## src/rtl/fetch_pkg.sv

```systemverilog
// Shared definitions for the fetch PC-source selection logic: default widths,
// pc_sel encodings and the redirect FSM state encoding.
package fetch_pkg;

    localparam int PC_W_DEF  = 10;
    localparam int CNT_W_DEF = 16;

    typedef enum logic [2:0] {
        SEL_SEQ   = 3'd0,
        SEL_PRED  = 3'd1,
        SEL_JUMP  = 3'd2,
        SEL_JR    = 3'd3,
        SEL_MISP  = 3'd4,
        SEL_PEND  = 3'd5,
        SEL_RESET = 3'd7
    } pc_sel_e;

    typedef enum logic {
        ST_RUN  = 1'b0,
        ST_PEND = 1'b1
    } state_e;

endpackage

```

## src/rtl/fetch_redirect_ctrl_sat_counter.sv

```systemverilog
// Unsigned counter with synchronous clear and enable that sticks at all-ones.
module sat_counter #(
    parameter int W = 16
) (
    input  logic         i_clk,
    input  logic         i_clr,
    input  logic         i_en,
    output logic [W-1:0] o_count
);

    logic [W-1:0] r_count;

    always_ff @(posedge i_clk) begin
        if (i_clr) begin
            r_count <= '0;
        end else if (i_en && (r_count != '1)) begin
            r_count <= r_count + 1'b1;
        end
    end

    assign o_count = r_count;

endmodule

```

## src/rtl/fetch_redirect_ctrl.sv

```systemverilog
// Fetch PC-source arbiter: picks next_pc by redirect priority, parks redirects
// that arrive during a stall, and counts resolved branches and mispredictions.
module fetch_redirect_ctrl
    import fetch_pkg::*;
#(
    parameter int PC_W  = PC_W_DEF,
    parameter int CNT_W = CNT_W_DEF
) (
    input  logic             clk,
    input  logic             rst,
    input  logic             hold,
    input  logic [PC_W-1:0]  pc_plus1_F,
    input  logic             branch_F,
    input  logic             prediction_F,
    input  logic [PC_W-1:0]  branch_addr_F,
    input  logic             jump_F,
    input  logic [PC_W-1:0]  jump_addr_F,
    input  logic             jr_D,
    input  logic [PC_W-1:0]  jr_addr_D,
    input  logic             branch_EX,
    input  logic             prediction_EX,
    input  logic             taken_EX,
    input  logic [PC_W-1:0]  branch_addr_EX,
    input  logic [PC_W-1:0]  pc_plus1_EX,
    output logic [PC_W-1:0]  next_pc,
    output logic [2:0]       pc_sel,
    output logic             flush_IF_ID,
    output logic             flush_ID_EX,
    output logic             redirect_pending,
    output logic [CNT_W-1:0] branch_count,
    output logic [CNT_W-1:0] mispredict_count
);

    state_e          r_state;
    logic [PC_W-1:0] r_pend_tgt;
    logic            r_pend_misp;

    logic            w_misp;
    logic [PC_W-1:0] w_misp_tgt;
    logic [PC_W-1:0] w_next_pc;
    pc_sel_e         w_sel;
    logic            w_flush_if_id;
    logic            w_flush_id_ex;
    logic            w_br_inc;
    logic            w_misp_inc;

    assign w_misp     = branch_EX & (prediction_EX ^ taken_EX);
    assign w_misp_tgt = taken_EX ? branch_addr_EX : pc_plus1_EX;

    // Under hold the PC ignores next_pc, so the outputs simply idle at SEQ.
    always_comb begin
        w_next_pc     = pc_plus1_F;
        w_sel         = SEL_SEQ;
        w_flush_if_id = 1'b0;
        w_flush_id_ex = 1'b0;
        if (rst) begin
            w_next_pc     = '0;
            w_sel         = SEL_RESET;
            w_flush_if_id = 1'b1;
            w_flush_id_ex = 1'b1;
        end else if (!hold) begin
            if (w_misp) begin
                w_next_pc     = w_misp_tgt;
                w_sel         = SEL_MISP;
                w_flush_if_id = 1'b1;
                w_flush_id_ex = 1'b1;
            end else if (r_state == ST_PEND) begin
                w_next_pc     = r_pend_tgt;
                w_sel         = SEL_PEND;
                w_flush_if_id = 1'b1;
                w_flush_id_ex = r_pend_misp;
            end else if (jr_D) begin
                w_next_pc     = jr_addr_D;
                w_sel         = SEL_JR;
                w_flush_if_id = 1'b1;
            end else if (jump_F) begin
                w_next_pc = jump_addr_F;
                w_sel     = SEL_JUMP;
            end else if (branch_F && prediction_F) begin
                w_next_pc = branch_addr_F;
                w_sel     = SEL_PRED;
            end
        end
    end

    // A stored JR may be refreshed by a newer JR or replaced by a misp; a stored
    // MISP is only ever replaced by a newer misp.
    always_ff @(posedge clk) begin
        if (rst) begin
            r_state     <= ST_RUN;
            r_pend_tgt  <= '0;
            r_pend_misp <= 1'b0;
        end else begin
            case (r_state)
                ST_RUN: begin
                    if (hold && (w_misp || jr_D)) begin
                        r_state     <= ST_PEND;
                        r_pend_tgt  <= w_misp ? w_misp_tgt : jr_addr_D;
                        r_pend_misp <= w_misp;
                    end
                end
                ST_PEND: begin
                    if (!hold) begin
                        r_state     <= ST_RUN;
                        r_pend_misp <= 1'b0;
                    end else if (w_misp) begin
                        r_pend_tgt  <= w_misp_tgt;
                        r_pend_misp <= 1'b1;
                    end else if (jr_D && !r_pend_misp) begin
                        r_pend_tgt  <= jr_addr_D;
                    end
                end
                default: r_state <= ST_RUN;
            endcase
        end
    end

    // A misp parked in PEND is counted when it is finally applied.
    assign w_br_inc   = ~hold & branch_EX;
    assign w_misp_inc = ~hold & (w_misp | ((r_state == ST_PEND) & r_pend_misp));

    sat_counter #(.W(CNT_W)) u_branch_cnt (
        .i_clk   (clk),
        .i_clr   (rst),
        .i_en    (w_br_inc),
        .o_count (branch_count)
    );

    sat_counter #(.W(CNT_W)) u_misp_cnt (
        .i_clk   (clk),
        .i_clr   (rst),
        .i_en    (w_misp_inc),
        .o_count (mispredict_count)
    );

    assign next_pc          = w_next_pc;
    assign pc_sel           = w_sel;
    assign flush_IF_ID      = w_flush_if_id;
    assign flush_ID_EX      = w_flush_id_ex;
    assign redirect_pending = (r_state == ST_PEND);

endmodule

```

## config.mk

```make
export PLATFORM = sky130hd
export DESIGN_NAME = fetch_redirect_ctrl
export DESIGN_NICKNAME = d
export VERILOG_FILES = /design/src/rtl/fetch_pkg.sv /design/src/rtl/fetch_redirect_ctrl_sat_counter.sv /design/src/rtl/fetch_redirect_ctrl.sv
export SDC_FILE = /design/constraint.sdc
export NUM_CORES = 1
export LEC_CHECK = 0
export BUFFER_PORTS_ARGS = -buffer_cell sky130_fd_sc_hd__buf_2
export CORE_AREA = 4 4 91 76
export DETAILED_ROUTE_END_ITERATION = 12
export DIE_AREA = 0 0 95 80
export GPL_TIMING_DRIVEN = 0
export HOLD_SLACK_MARGIN = 0.08
export PLACE_DENSITY = 0.84
export SLEW_MARGIN = 20
export SYNTH_ARGS = -nofsm -noshare
export SYNTH_HDL_FRONTEND = slang
export SYNTH_SLANG_ARGS = --single-unit
```

## constraint.sdc

```tcl
create_clock -name clk -period 1.9 [get_ports clk]
set_input_delay 0.19 -clock clk [delete_from_list [all_inputs] [get_ports clk]]
set_output_delay 0.19 -clock clk [all_outputs]
set_load 0.01 [all_outputs]
```

==> impl_metrics.csv <==
group,metric,value,unit
setup_path,worstPathRequired,1710,ps
logic_synthesis,muxShareOfSynthArea,7.73,%
place,io_buffers,116,
logic_synthesis,synth_flop_cell,"dfxtp_1",
die,core-area,0.00588,mm²
logic_synthesis,synthXorXnorAreaFrac,7.29,%
drt,wl_per_cell,16.1,µm
setup_path,slowest_delay,370,ps
global_route,track_usage,23.4,%
clock_network,cts_tree,"yes",
logic_synthesis,synth_top_area_share,30.6,%
layout,final_cell_mix,"120 x buf_2, 51 x nand2_1, 41 x dfxtp_1",
logic_synthesis,yosys_warnings,0,
timing,timing.fmax,507,MHz
setup_path,critPathTopFamily,"compound AO/OA/AOI/OAI gates",
timing,min_period_over_period,104,%
logic_synthesis,synth_compound_area_share,21.6,%
die,io_pins,118,
drt,ant_nets,0,
global_route,overflow,0,
clock_network,clock-root-buffer,"clkbuf_8",
timing,setup_tns,-132,ps
logic_synthesis,synthAdderAreaFrac,0.868,%
die,die_w,95,µm
layout,n_antenna_cell,0,
place,hpwl,6920,µm
timing,slew_headroom,41.8,%
place,gp_congestion,0.883,
drt,avgViaCountPerCell,5.86,
drt,drc,0,
drt,wl_met3,929,µm
layout,fin_cells,587,
setup_path,end_kind,"output pin",
logic_synthesis,syn_nets,446,
timing,tightest_slew,870,ps
timing,period_minus_slack,1970,ps
setup_path,worstPathArrival,1780,ps
drt,wl_met2,4470,µm
clock_network,cts_max_level,2,
clock_network,clock_latency,310,ps
timing,setup_viol,6,
logic_synthesis,synth-seq-area-share,30.6,%
die,start_util,49.0,%
logic_synthesis,synth_top_family_by_area,"simple AND/OR/NAND/NOR gates",
setup_path,r2r-end,"u_branch_cnt.o_count[1]$_SDFFE_PP0P_",
layout,fin_area,0.00380,mm²
hold_path,hold_depth,3,
logic_synthesis,synth_area_leaders,"dfxtp_1 31%, nand2_1 6.6%, nor2_1 5.0%, a21oi_1 4.9%, xnor2_1 4.9%",
layout,drive_gt1_share,33.6,%
hold_path,hold_end,"r_pend_tgt[9]$_SDFFE_PP0P_",
power,p_leak,1.64,nW
timing,fin_worst_skew,17.1,ps
clock_network,clk_path_buf_depth,2,
die,die-area,0.00760,mm²
timing,slew_viol_final,0,
clock_network,cts-buffers-inserted,5,
global_route,grt_pass1_wl,14300,µm
drt,drt_wl_total,9450,µm
place,place_inst,571,
layout,final_common_cell,"buf_2",
setup_path,crit_fanout,5,
outcome,status,"complete, but fails checks",
setup_path,crit_type,"reg2out",
place,place_ws,-101,ps
global_route,grt_max_degree,14,
setup_path,r2r.worst_path.cells,5,
logic_synthesis,synth_simple_gate_area_share,26.7,%
layout,nNetsFinal,577,
power,ir_worst_vdd,0.414,mV
timing,hold_violations,0,
setup_path,r2r_setup_slack,100,ps
setup_path,cpMaxStageDelayCell,"dfxtp_4",
setup_path,critical_path_buf_inv_count,2,
layout,syn_to_final_growth,31.8,%
power,powerDensity,541,mW/mm²
drt,vias,3437,
timing,rsz0062_at_grt,"true",
drt,dr.first_iter.drc_count,280,
drt,met1Wirelength,3850,µm
setup_path,worstPathCellList,"or2_4 -> clkbuf_8 -> a21oi_2 -> o21ai_1 -> o2111ai_1 -> a32o_1 -> buf_2",
logic_synthesis,syn_area_per_cell,7.70,µm²
timing,setup_ws,-71.8,ps
clock_network,clk_pin_slew_worst_paths,90,ps
logic_synthesis,syn-cell-area,0.00288,mm²
setup_path,crit_start,"redirect_pending$_SDFF_PP0_",
hold_path,hold_start,"jr_addr_D[9]",
die,core.rowCount,25,
place,placed_area,0.00356,mm²
drt,drt_first_pass_iters,4,
setup_path,start_kind,"flip-flop",
run,cap_viol_max_count,0,
outcome,violations,"setup timing",
hold_path,worstHoldPathType,"in2reg",
logic_synthesis,synthArstFlopShare,0,%
global_route,grt_pass1_vias,3113,
die,chipHeight,80,µm
logic_synthesis,yosysUniqueCellTypes,49,
logic_synthesis,synth_seq_cells,44,
logic_synthesis,synth_top_area_cell,"dfxtp_1",
drt,top_layer_used,"met4",
setup_path,timing.rr.start,"u_branch_cnt.o_count[13]$_SDFFE_PP0P_",
logic_synthesis,synth_edf_count,0,
clock_network,cts_sinks,44,
logic_synthesis,syn_inst,374,
global_route,antenna_found_initial,0,
-- worst max path at each step --
stage	end	slack, ps	cells past startpoint
2_1_floorplan	u_branch_cnt.o_count[1]$_SDFFE_PP0P_	230	5
3_3_place_gp	next_pc[4]	-40	6
3_5_place_dp	next_pc[2]	-100	8
4_1_cts	next_pc[2]	-20	7
5_1_grt	next_pc[1]	-90	7
6_report	next_pc[2]	-70	7
-- power breakdown --
group	leakage [nW]	total (mW)	switching [mW]	internal, mW
combinational	1.23	0.466	0.259	0.207
sequential	0.358	0.959	0.0154	0.943
clock	0.0445	0.631	0.335	0.296
-- final cells by class --
type	instances	area, µm²
fillers	547	2080
multi-input cells	295	1910
flip-flops and latches	44	887
repair buffers	124	641
plain buffers	22	118
well taps	81	101
clock buffers	7	86.3
inverters	13	48.8
clock inverters	1	7.51
-- through the flow --
step	hold slack (ps)	utilization [%]	total power, mW
finish	230	64.6	2.06
global route	231	64.6	2.14
CTS	225	63.3	2.05
detailed placement	444	60.6	1.41
global placement	439	60.6	1.40
floorplan	424	-	1.23
-- what timing repair did --
item / CTS / global route
hold buffers: 0 / 0
gates cloned: 1 / 0
buffers inserted: 4 / 3
pin swaps: 8 / 9
resized for setup: 14 / 15
setup endpoints to repair: 12 / 28
-- per-layer routing --
layer / vias up / track usage [%]
met5: - / 0
met4: 0 / 8.65
met3: 26 / 4.05
met2: 188 / 38.1
met1: 1590 / 30.9
li1: 1633 / -
-- Yosys cell counts, drive strengths merged (2+ instances only) --
library cell and instances:
and3 4, clkbuf 14, and4 4, nor4 5
nand4 16, nand3 13, o21bai 3, o21ai 19
nor3 10, nand2 51, dfxtp 44, xnor2 16
buf 8, inv 13, or3 2, a21oi 28
and2 5, nor4b 2, mux2i 11, mux2 10
a2111oi 2, xor2 8, a31oi 2, nor2 38
a32o 10, ha 2, or4 2, o2111ai 10
o211ai 10, nor2b 2
-- tightest hold or removal path, stage by stage --
cell	delay, ps
buf_2	90
o211ai_1	90
a21oi_1	140
-- flip-flops by register name, indices dropped and copies added (netlist names) --
register / cells
redirect_pending: 1
u_branch_cnt.o_count: 16
u_misp_cnt.o_count: 16
r_pend_tgt: 10
r_pend_misp: 1
-- cell families after synthesis --
group / Yosys count
simple gates: 157
compound gates: 91
flops: 44
buf+inv: 35
xor+xnor: 24
mux: 21
fa+ha+maj: 2
Note: power is estimated with default switching activity, not from simulation.
